[src/rtl/inst_fetch.sv]
// Instruction fetch stage: single-outstanding imem read feeding the IF/ID register.
// Optional misaligned-fetch trap enabled by defining INST_FETCH_ALIGN_CHK_EN.
module inst_fetch #(
  parameter int INST_WIDTH = 32,
  parameter int ADDR_WIDTH = 32
) (
  input  logic                  clk_i,
  input  logic                  rst_ni,
  input  logic [ADDR_WIDTH-1:0] pc_addr_i,
  input  logic                  pc_valid_i,
  output logic                  pc_ready_o,
  output logic                  imem_req_o,
  output logic [ADDR_WIDTH-1:0] imem_addr_o,
  input  logic                  imem_rvalid_i,
  input  logic [INST_WIDTH-1:0] imem_rdata_i,
  input  logic                  id_ready_i,
  input  logic                  flush_i,
  output logic                  if_valid_o,
  output logic [INST_WIDTH-1:0] if_inst_o,
  output logic [ADDR_WIDTH-1:0] if_pc_o,
  output logic [ADDR_WIDTH-1:0] if_pc_plus4_o,
  output logic                  if_fault_o
);

  typedef enum logic [1:0] {
    ST_IDLE,
    ST_WAIT,
    ST_DRAIN,
    ST_HOLD
  } state_e;

  state_e                state_q;
  logic [ADDR_WIDTH-1:0] addr_q;
  logic                  if_valid_q;
  logic [INST_WIDTH-1:0] if_inst_q;
  logic [ADDR_WIDTH-1:0] if_pc_q;
  logic [ADDR_WIDTH-1:0] if_pc_plus4_q;
  logic                  if_fault_q;

  logic can_accept;
  logic accept;
  logic misalign;

  // pc_ready is held low during reset even though the state already reads IDLE
  always_comb begin
    can_accept = rst_ni && !flush_i &&
                 ((state_q == ST_IDLE) || ((state_q == ST_HOLD) && id_ready_i));
    accept     = can_accept && pc_valid_i;
  end

`ifdef INST_FETCH_ALIGN_CHK_EN
  assign misalign = (pc_addr_i[1:0] != 2'b00);
`else
  assign misalign = 1'b0;
`endif

  assign pc_ready_o  = can_accept;
  assign imem_req_o  = accept && !misalign;
  assign imem_addr_o = imem_req_o ? pc_addr_i : '0;

  always_ff @(posedge clk_i or negedge rst_ni) begin
    if (!rst_ni) begin
      state_q       <= ST_IDLE;
      addr_q        <= '0;
      if_valid_q    <= 1'b0;
      if_inst_q     <= '0;
      if_pc_q       <= '0;
      if_pc_plus4_q <= '0;
      if_fault_q    <= 1'b0;
    end else begin
      case (state_q)
        ST_IDLE, ST_HOLD: begin
          if (flush_i) begin
            state_q    <= ST_IDLE;
            if_valid_q <= 1'b0;
          end else if (accept && misalign) begin
            // trapped fetch never touches memory; decode sees a faulting bubble
            state_q       <= ST_HOLD;
            if_valid_q    <= 1'b1;
            if_fault_q    <= 1'b1;
            if_inst_q     <= '0;
            if_pc_q       <= pc_addr_i;
            if_pc_plus4_q <= pc_addr_i + ADDR_WIDTH'(4);
          end else if (accept) begin
            state_q    <= ST_WAIT;
            addr_q     <= pc_addr_i;
            if_valid_q <= 1'b0;
          end else if ((state_q == ST_HOLD) && id_ready_i) begin
            state_q    <= ST_IDLE;
            if_valid_q <= 1'b0;
          end
        end
        ST_WAIT: begin
          if (flush_i) begin
            state_q    <= imem_rvalid_i ? ST_IDLE : ST_DRAIN;
            if_valid_q <= 1'b0;
          end else if (imem_rvalid_i) begin
            state_q       <= ST_HOLD;
            if_valid_q    <= 1'b1;
            if_fault_q    <= 1'b0;
            if_inst_q     <= imem_rdata_i;
            if_pc_q       <= addr_q;
            if_pc_plus4_q <= addr_q + ADDR_WIDTH'(4);
          end
        end
        ST_DRAIN: begin
          if (imem_rvalid_i) state_q <= ST_IDLE;
        end
      endcase
    end
  end

  assign if_valid_o    = if_valid_q;
  assign if_inst_o     = if_inst_q;
  assign if_pc_o       = if_pc_q;
  assign if_pc_plus4_o = if_pc_plus4_q;
  assign if_fault_o    = if_fault_q;

endmodule

[config.mk]
export PLATFORM = sky130hd
export DESIGN_NAME = inst_fetch
export DESIGN_NICKNAME = d
export VERILOG_FILES = /design/src/rtl/inst_fetch.sv
export SDC_FILE = /design/constraint.sdc
export NUM_CORES = 1
export LEC_CHECK = 0
export CORE_ASPECT_RATIO = 0.6
export CORE_MARGIN = 5
export CORE_UTILIZATION = 45
export CTS_BUF_LIST = sky130_fd_sc_hd__clkbuf_4 sky130_fd_sc_hd__clkbuf_8
export DETAILED_ROUTE_END_ITERATION = 10
export PLACE_DENSITY = 0.86
export SLEW_MARGIN = 25
export SYNTH_ARGS = -nofsm -noshare
export SYNTH_HDL_FRONTEND = slang
export SYNTH_SLANG_ARGS = --single-unit
[constraint.sdc]
create_clock -name clk_i -period 3.45 [get_ports clk_i]
set_clock_uncertainty 0.2 [all_clocks]
set_input_delay 0.345 -clock clk_i [delete_from_list [all_inputs] [get_ports clk_i]]
set_output_delay 0.345 -clock clk_i [all_outputs]
set_load 0.05 [all_outputs]
=== After elaboration in Yosys (flattened, before gate mapping) ===
Cells that the tools add are included.

* Add/sub/neg operators: 1
* Eq/ne operators: 6
* Multiplexer cells: 15
* Bitwise logic cells: 1
* Reductions and logical operators: 13

{| class="wikitable"
|+ Operators with widths
! cell !! count
|-
| $add A32 B3 Y32 const B || 1
|-
| $mux W32 || 1
|-
| $mux W2 || 7
|-
| $reduce_and A3 Y1 || 4
|-
| $pmux W2 S3 || 1
|-
| $mux W1 || 5
|-
| $eq A2 B2 Y1 const B || 2
|-
| $logic_and A1 B1 Y1 || 4
|-
| $ne A4 B4 Y1 const B || 1
|-
| $ne A3 B3 Y1 const B || 1
|-
| $eq A2 B1 Y1 const B || 1
|-
| $logic_not A2 Y1 || 1
|-
| $ne A2 B2 Y1 const B || 1
|-
| $pmux W1 S2 || 1
|-
| $reduce_bool A2 Y1 || 1
|-
| $reduce_or A2 Y1 || 1
|-
| $logic_not A1 Y1 || 1
|-
| $logic_or A1 B1 Y1 || 1
|-
| $not A1 Y1 || 1
|}

* Register bits: 131
* Output and inout port bits: 132

=== Logic depth before layout (Yosys ltp) ===
* Depth in word-level cells: 8
* Mapped depth: 9
* Gate-level depth less buffers: 7

=== Worst setup path before layout ===
OpenSTA, ideal clock, no wires.

* Kind: reg2out
* Start: reg state_q[0]
* End: out imem_addr_o[22]
* Arrival time: 2.155 ns
* Data required time: 2.905 ns
* Setup slack: 0.750 ns
* Stages on the path, launching flop included: 7
* Path buffers: 1
* Cells stage by stage: dfrtp_1 -> inv_1 -> ha_1 -> a21oi_2 -> and4bb_4 -> clkbuf_1 -> and2_1

* Longest elaborated chain between the ends: 6

{| class="wikitable"
|+ Ends and longest elaborated chain
! what !! RTL line !! source
|-
| start: declaration || 32 || <nowiki>state_e state_q;</nowiki>
|-
| start signal: assignment || 95 || <nowiki>state_q <= imem_rvalid_i ? ST_IDLE : ST_DRAIN;</nowiki>
|-
| $eq A2 B2 Y1 || 47 || <nowiki>((state_q == ST_IDLE) || ((state_q == ST_HOLD) && id_ready_i));</nowiki>
|-
| $logic_and A1 B1 Y1 || 47 ||
|-
| $logic_or A1 B1 Y1 * || 47 ||
|-
| $logic_and A1 B1 Y1 * || 46 || <nowiki>can_accept = rst_ni && !flush_i &&</nowiki>
|-
| $logic_and A1 B1 Y1 * || 48 || <nowiki>accept = can_accept && pc_valid_i;</nowiki>
|-
| via imem_req_o || 12 || <nowiki>output logic imem_req_o,</nowiki>
|-
| $mux W32 * || 59 || <nowiki>assign imem_addr_o = imem_req_o ? pc_addr_i : '0;</nowiki>
|-
| end: declaration || 13 || <nowiki>output logic [ADDR_WIDTH-1:0] imem_addr_o,</nowiki>
|}

The timed path passes the listed nets; every way through them passes the cells marked *.

=== Final worst setup path ===
* Start: reg state_q[0]
* End: out imem_addr_o[22]

* Longest elaborated chain between the ends: 6

{| class="wikitable"
|+ Ends and longest elaborated chain
! what !! RTL line
|-
| $eq A2 B2 Y1 || 47
|-
| $logic_and A1 B1 Y1 || 47
|-
| $logic_or A1 B1 Y1 * || 47
|-
| $logic_and A1 B1 Y1 * || 46
|-
| $logic_and A1 B1 Y1 * || 48
|-
| $mux W32 * || 59
|}

Mark *: on every way between the ends. The rest lies on a longest branch, timed or not.

==> summary.txt <==
Run status
  – Outcome: completed

Detailed routing
  – Routed WL per cell: 18.2 µm
  – Routed Antenna Nets: 0
  – Drt initial violations: ~160
  – Vias: 4,183
  – Drt first pass iters: 4
  – Post-DR vias/cell: 5.03
  – Routed WL: 15,100 µm
  – DRC Markers: 0

Setup path
  – Worst setup EP type: primary output
  – Worst-path cell with the longest stage delay: clkdlybuf4s50_1
  – R2R Setup Slk: 0.76 ns
  – Kind of critical path: reg2out
  – Critical Path AT: 2.77 ns
  – CP startpoint kind: register
  – R2R depth: 7
  – Critical Path RT: between 2 and 3 ns
  – Crit path max fanout: 17
  – CP cell instances: inv_1 -> ha_1 -> a21oi_2 -> and4bb_4 -> and2_1 -> clkdlybuf4s50_1
  – Max stage delay on crit path: approximately 0.8 ns

Logic synthesis
  – Mux cell area share after synthesis: 20.4%
  – Synth Area in Adders: 1.07%
  – Ys flop type: dfrtp_1
  – Unique cell type count in the Yosys netlist: 43
  – Largest family of logic cells by synthesized area: multiplexers
  – Register bit total from synthesis: around 130
  – Synth Area in XOR/XNOR: 4.21%
  – Post-synthesis net count: 524
  – Synth top area share: 55.4%
  – Synth warnings: 0
  – Area contributors post-synth: dfrtp_1 55%, mux2_2 11%, mux2_4 7.0%
  – Largest area contributor in the netlist: dfrtp_1
  – Syn avg cell area: 13.0 µm²
  – Compound-cell area share of the yosys netlist: under 10%
  – Post-synth EDFFs: 0
  – Post-Synthesis Cell Area: between 0.005 and 0.006 mm²
  – Cell count after synthesis: about 450
  – Post-Synth Simple-Gate Area: between 10% and 20%
  – Post-synth ARST share: between 90% and 100%
  – Sequential fraction of the synthesis area: 55.4%

Place
  – Post-DP HPWL: 10,600 µm
  – GP Congestion: a little under 0.8
  – Area after DPL: approximately 0.0079 mm²
  – Buffers on Ports: 200

Cells and area
  – FF+latch area: 0.00323 mm²
  – Fraction of final layout cells sized beyond drive strength 1: 20.3%
  – Area of the multi-input gates: 0.00243 mm²
  – Design Area, Final: between 0.008 and 0.009 mm²
  – Util after Layout: 66.0%
  – # fillers: 942
  – Antenna fix cells: 0
  – Syn-to-layout area delta: 44.6%
  – Layout Nets: 724

Timing
  – Final period util: 96.1%
  – Setup violators final: 0
  – Final setup TNS: 0 ns
  – RSZ-0062 raised after global routing: false
  – Slew margin rel.: 54.6%
  – Final Hold Viols: 0
  – Slew Limit Fails: 0
  – Final min period: roughly 3.3 ns
  – Fmax achieved: 0.302 GHz
  – Measured slew at the worst slew-check pin: 0.681 ns

Floorplanning
  – Die area: 0.0154 mm²
  – Initial Utilization: a little under half
  – Ports: 202
  – Die W: 157 µm
  – Die height: 98.2 µm
  – Row count: 32
  – Core area: 0.0128 mm²

CTS
  – Clock Root Buffer: clkbuf_8
  – Num CTS Buffers: 17
  – Clock tree buffer depth: 2
  – CTS tree: yes
  – Number of setup buffers added after CTS: 0
  – Total clock sinks: 129
  – H-tree levels: 4
  – Worst-path clk slew: roughly 0.080 ns
  – Clock Latency Late Sink: 0.42 ns

Worst hold path
  – Worst Hold Depth: 2
  – Worst Hold Class: reg2reg

Global routing
  – Largest net degree at the start of global routing: 77
  – Vias in the first global route: 4,508
  – GRT overflow: 0
  – First-pass GRT wire length: 23,500 µm
  – Initial antenna violation count: 0
  – Gr usage total: between 10% and 20%

Power and ir drop
  – Pwr dens: 989 mW/mm²
  – Leakage: 3.84 nW
  – Worst VDD drop: 0.000696 V

Job
  – Max-cap viol count: 0
-- worst max-delay path: cells and delay by family (launching register included) --
kind / cells / cell delay [ns]
and+or+nand+nor: 2 / 0.69
adders and majority gates: 1 / 0.23
AOI/OAI and AO/OA: 1 / 0.08
buffers and inverters: 2 / 0.92
DFF: 1 / 0.41
-- report_power, final --
| part | leakage, nW | switching (W) | internal [W] | total (W) |
|---|---|---|---|---|
| Sequential | 1.61 | 0.000504 | 0.00218 | 0.00268 |
| Clock | 0.216 | 0.000597 | 0.000816 | 0.00141 |
| Combinational | 2.01 | 0.00268 | 0.00157 | 0.00424 |
-- flip-flops by register name, indices dropped and copies added, names as in the netlist --
signal and flops:
state_q 2, if_pc_o 32, if_inst_o 32, if_pc_plus4_o 30, if_valid_o 1, addr_q 32
-- worst paths after layout --
check / start / endpoint
max: state_q[0] / imem_addr_o[22]
min: if_pc_plus4_o[2] / if_pc_plus4_o[2]
max reg2reg: state_q[0] / addr_q[10]
min reg2reg: if_pc_plus4_o[2] / if_pc_plus4_o[2]
max in group asynchronous: rst_ni / addr_q[9]
min in group asynchronous: rst_ni / if_pc_o[31]
-- Yosys cell counts, types with 2 or more instances --
cell type and count:
and2_1 32, and3_1 5, and4_1 3, buf_2 6, buf_4 5, buf_6 4
buf_8 2, clkbuf_1 8, dfrtp_1 129, ha_1 5, inv_1 4, mux2_1 12
mux2_2 56, mux2_4 27, mux2i_1 2, nand2_1 42, nand3_1 14, nand4_1 8
nand4b_1 2, nor2_1 5, o21ai_0 9, o21ai_1 21, o21ai_2 2, xnor2_1 3
xor2_1 25
-- repair_timing --
item                                    4_1_cts  5_1_grt
endpoints found under the setup margin        0       30
resized for setup                             0       12
hold endpoints to repair                     53        0
hold buffers                                  1        0
-- through the flow --
step	hold slack (ns)	worst slack, ns	std cells	power [W]
3_3_place_gp	0.265	0.418	798	0.00687
5_1_grt	0.291	0.00108	831	0.00872
2_1_floorplan	-0.151	0.750	449	0.00543
3_5_place_dp	0.280	0.339	798	0.00697
6_report	0.287	0.135	831	0.00834
4_1_cts	0.294	0.0160	830	0.00841
-- cells in the final DEF (no fill, tap or decap), types with 8 or more instances in the layout --
cell	instances
dlymetal6s2s_1	11
nand2_1	41
clkdlybuf4s50_1	186
nand4_1	8
o21ai_0	9
xor2_1	25
dfrtp_1	129
nand3_1	14
mux2_4	27
o21ai_1	21
mux2_2	56
mux2_1	12
clkbuf_8	18
and2_1	32
-- logic make-up after synthesis --
logic type,Yosys count
AOI/OAI and AO/OA,38
xor gates and xnor gates,28
adders and majority gates,5
buffers and inverters,30
DFF,129
muxes,97
other,1
and+or+nand+nor,121
-- cell type report --
class | count | area share (%)
well taps | 170 | 2.52
repair buffers | 206 | 24.9
clock buffers | 19 | 3.03
flip-flops and latches | 129 | 38.3
clock inverters | 12 | 2.18
multi-input cells | 291 | 28.9
inverters | 4 | 0.178
-- routing by layer --
| metal | track usage (%) | routed length [µm] | vias to the layer above |
|---|---|---|---|
| met1 | 25.8 | 6870 | 2062 |
| li1 | - | - | 1945 |
| met4 | 6.13 | 228 | 0 |
| met2 | 29.9 | 6770 | 154 |
| met5 | 0 | 0 | - |
| met3 | 6.29 | 1230 | 22 |
Power figures use the tool's default switching activity.
==> RTL change: new RTL, config.mk and constraints unchanged <==
Change the parameter `INST_WIDTH` from 32 to 36.
--- a/src/rtl/inst_fetch.sv
+++ b/src/rtl/inst_fetch.sv
@@ -1,7 +1,7 @@
 // Instruction fetch stage: single-outstanding imem read feeding the IF/ID register.
 // Optional misaligned-fetch trap enabled by defining INST_FETCH_ALIGN_CHK_EN.
 module inst_fetch #(
-  parameter int INST_WIDTH = 32,
+  parameter int INST_WIDTH = 36,
   parameter int ADDR_WIDTH = 32
 ) (
   input  logic                  clk_i,
Interface: changed (resized if_inst_o and imem_rdata_i); port bits go from 202 to 210. The function was not compared with the original's and may differ.
==> RTL change against the unedited design <==
  * Final cell count is 22% higher
  * Sequential cell count is 4 higher
  * Worst setup slack better by 0.60 ns
  * Die area is 2.2% higher
  * Area after synthesis is 2.4% higher
  * Cell area is 6.6% higher
  * Wire length is 20% higher
  * Sequential power is 3% higher
  * Power is 0.96% higher
==> RTL change: results <==
[hold_path]
holdCritPathClass = in2reg

[drt]
routed_wire_length_per_instance_um = 17.9
ratio_of_routed_vias_to_standard_cells = 5.21
drt-total-wl_um = 18100
detail_route.first_pass.iterations = 5
detailedRoute.firstIterationViolations = 464

[placement]
detailedPlace.worstSlack_ns = 0.982
dp.cells = 980
detailed_place_hpwl_um = 13500
routabilityCongestion = 0.884
numPortBuffers = 208

[clock_tree]
post-cts-setup-buffer-count = 0
clock-root-buffer = sky130_fd_sc_hd__clkbuf_8
ctsHoldBuffers = 1
cts_buffer_depth = 2

[final_layout]
post_route_cells_drive_above_1_share = 0.135
number_of_nets_in_the_layout = 909
diodes = 0

[pwr]
irDropWorstVdd_mv = 0.466
power.switching_fraction = 0.477
power.sequential.total_mw = 2.75
power_leakage_nw = 4.07

[global_routing]
first_global_vias = 5322
grt_start_max_net_pins = 135
grt_first_pass_wirelength_um = 29200
groute.usage.overall = 0.232

[synth]
mappedNetlistNets = 711
synth-seq-area-share = 0.557
synth_cell_types = 45
synth.top_cell.area_share = 0.557
synthTopCellsByArea = sky130_fd_sc_hd__dfrtp_1, sky130_fd_sc_hd__nand2_1, sky130_fd_sc_hd__mux2_2
ys_seq_elements = 133
syn_area_per_cell_um2 = 9.45
synth-warning-count = 0
netlist_top_cells_count = sky130_fd_sc_hd__nand2_1, sky130_fd_sc_hd__dfrtp_1, sky130_fd_sc_hd__and3_1

[sta]
worst-slew-pin-transition_ns = 0.713

[setup_path]
slowest_stage_cell_cp = sky130_fd_sc_hd__dfrtp_1
crit_path_max_fanout = 19
cp_data_arrival_time_ns = 2.17
critPathMaxStageDelay_ns = 0.40

[status]
status = finished, final reports clean
## RTL change: cell families after synthesis
family | after synthesis | synth area share
buffers and inverters | 47 | 0.0335
AO/OA/AOI/OAI | 57 | 0.0595
XOR/XNOR | 12 | 0.0176
multiplexers | 31 | 0.0580
other | 1 | 0.000628
flip-flops | 133 | 0.557
AND/OR/NAND/NOR | 346 | 0.263
adder cells (fa/ha/maj) | 5 | 0.0105
## RTL change: cell type report
class,instances,area [µm²]
multi-input cells,452,2460
inverters,7,26.3
repair buffers,219,2530
clock buffers,20,275
fillers,972,3950
clock inverters,11,149
well taps,170,213
flip-flops and latches,133,3330
## RTL change: through the flow
step           hold WS (ns)  total power, mW  cell area (µm²)
2_1_floorplan        -0.151             5.38             5970
3_5_place_dp          0.262             7.07             8550
4_1_cts               0.213             8.47             8980
5_1_grt               0.213             8.82             8980
6_report              0.236             8.42             8980
3_3_place_gp          0.257             6.97             8550
## RTL change: final timing paths
path,depth (start not counted),startpoint,slack [ns],end
min reg2reg,2,if_inst_o[2],0.28,if_inst_o[2]
max in group asynchronous,3,rst_ni,2.12,if_pc_plus4_o[20]
min in group asynchronous,3,rst_ni,0.38,if_pc_plus4_o[9]
max,7,state_q[0],0.74,imem_addr_o[25]
max reg2reg,5,addr_q[2],0.89,if_pc_plus4_o[28]
min,3,imem_rdata_i[19],0.24,if_inst_o[19]
## RTL change: routing by layer
| metal | part of all wire | up-vias | global-route usage | wire length, µm |
|---|---|---|---|---|
| met5 | 0 | - | 0 | 0 |
| met4 | 0.0073 | 0 | 0.0449 | 133 |
| met3 | 0.094 | 12 | 0.0882 | 1700 |
| met2 | 0.42 | 241 | 0.334 | 7700 |
| met1 | 0.47 | 2479 | 0.338 | 8600 |
| li1 | - | 2537 | - | - |
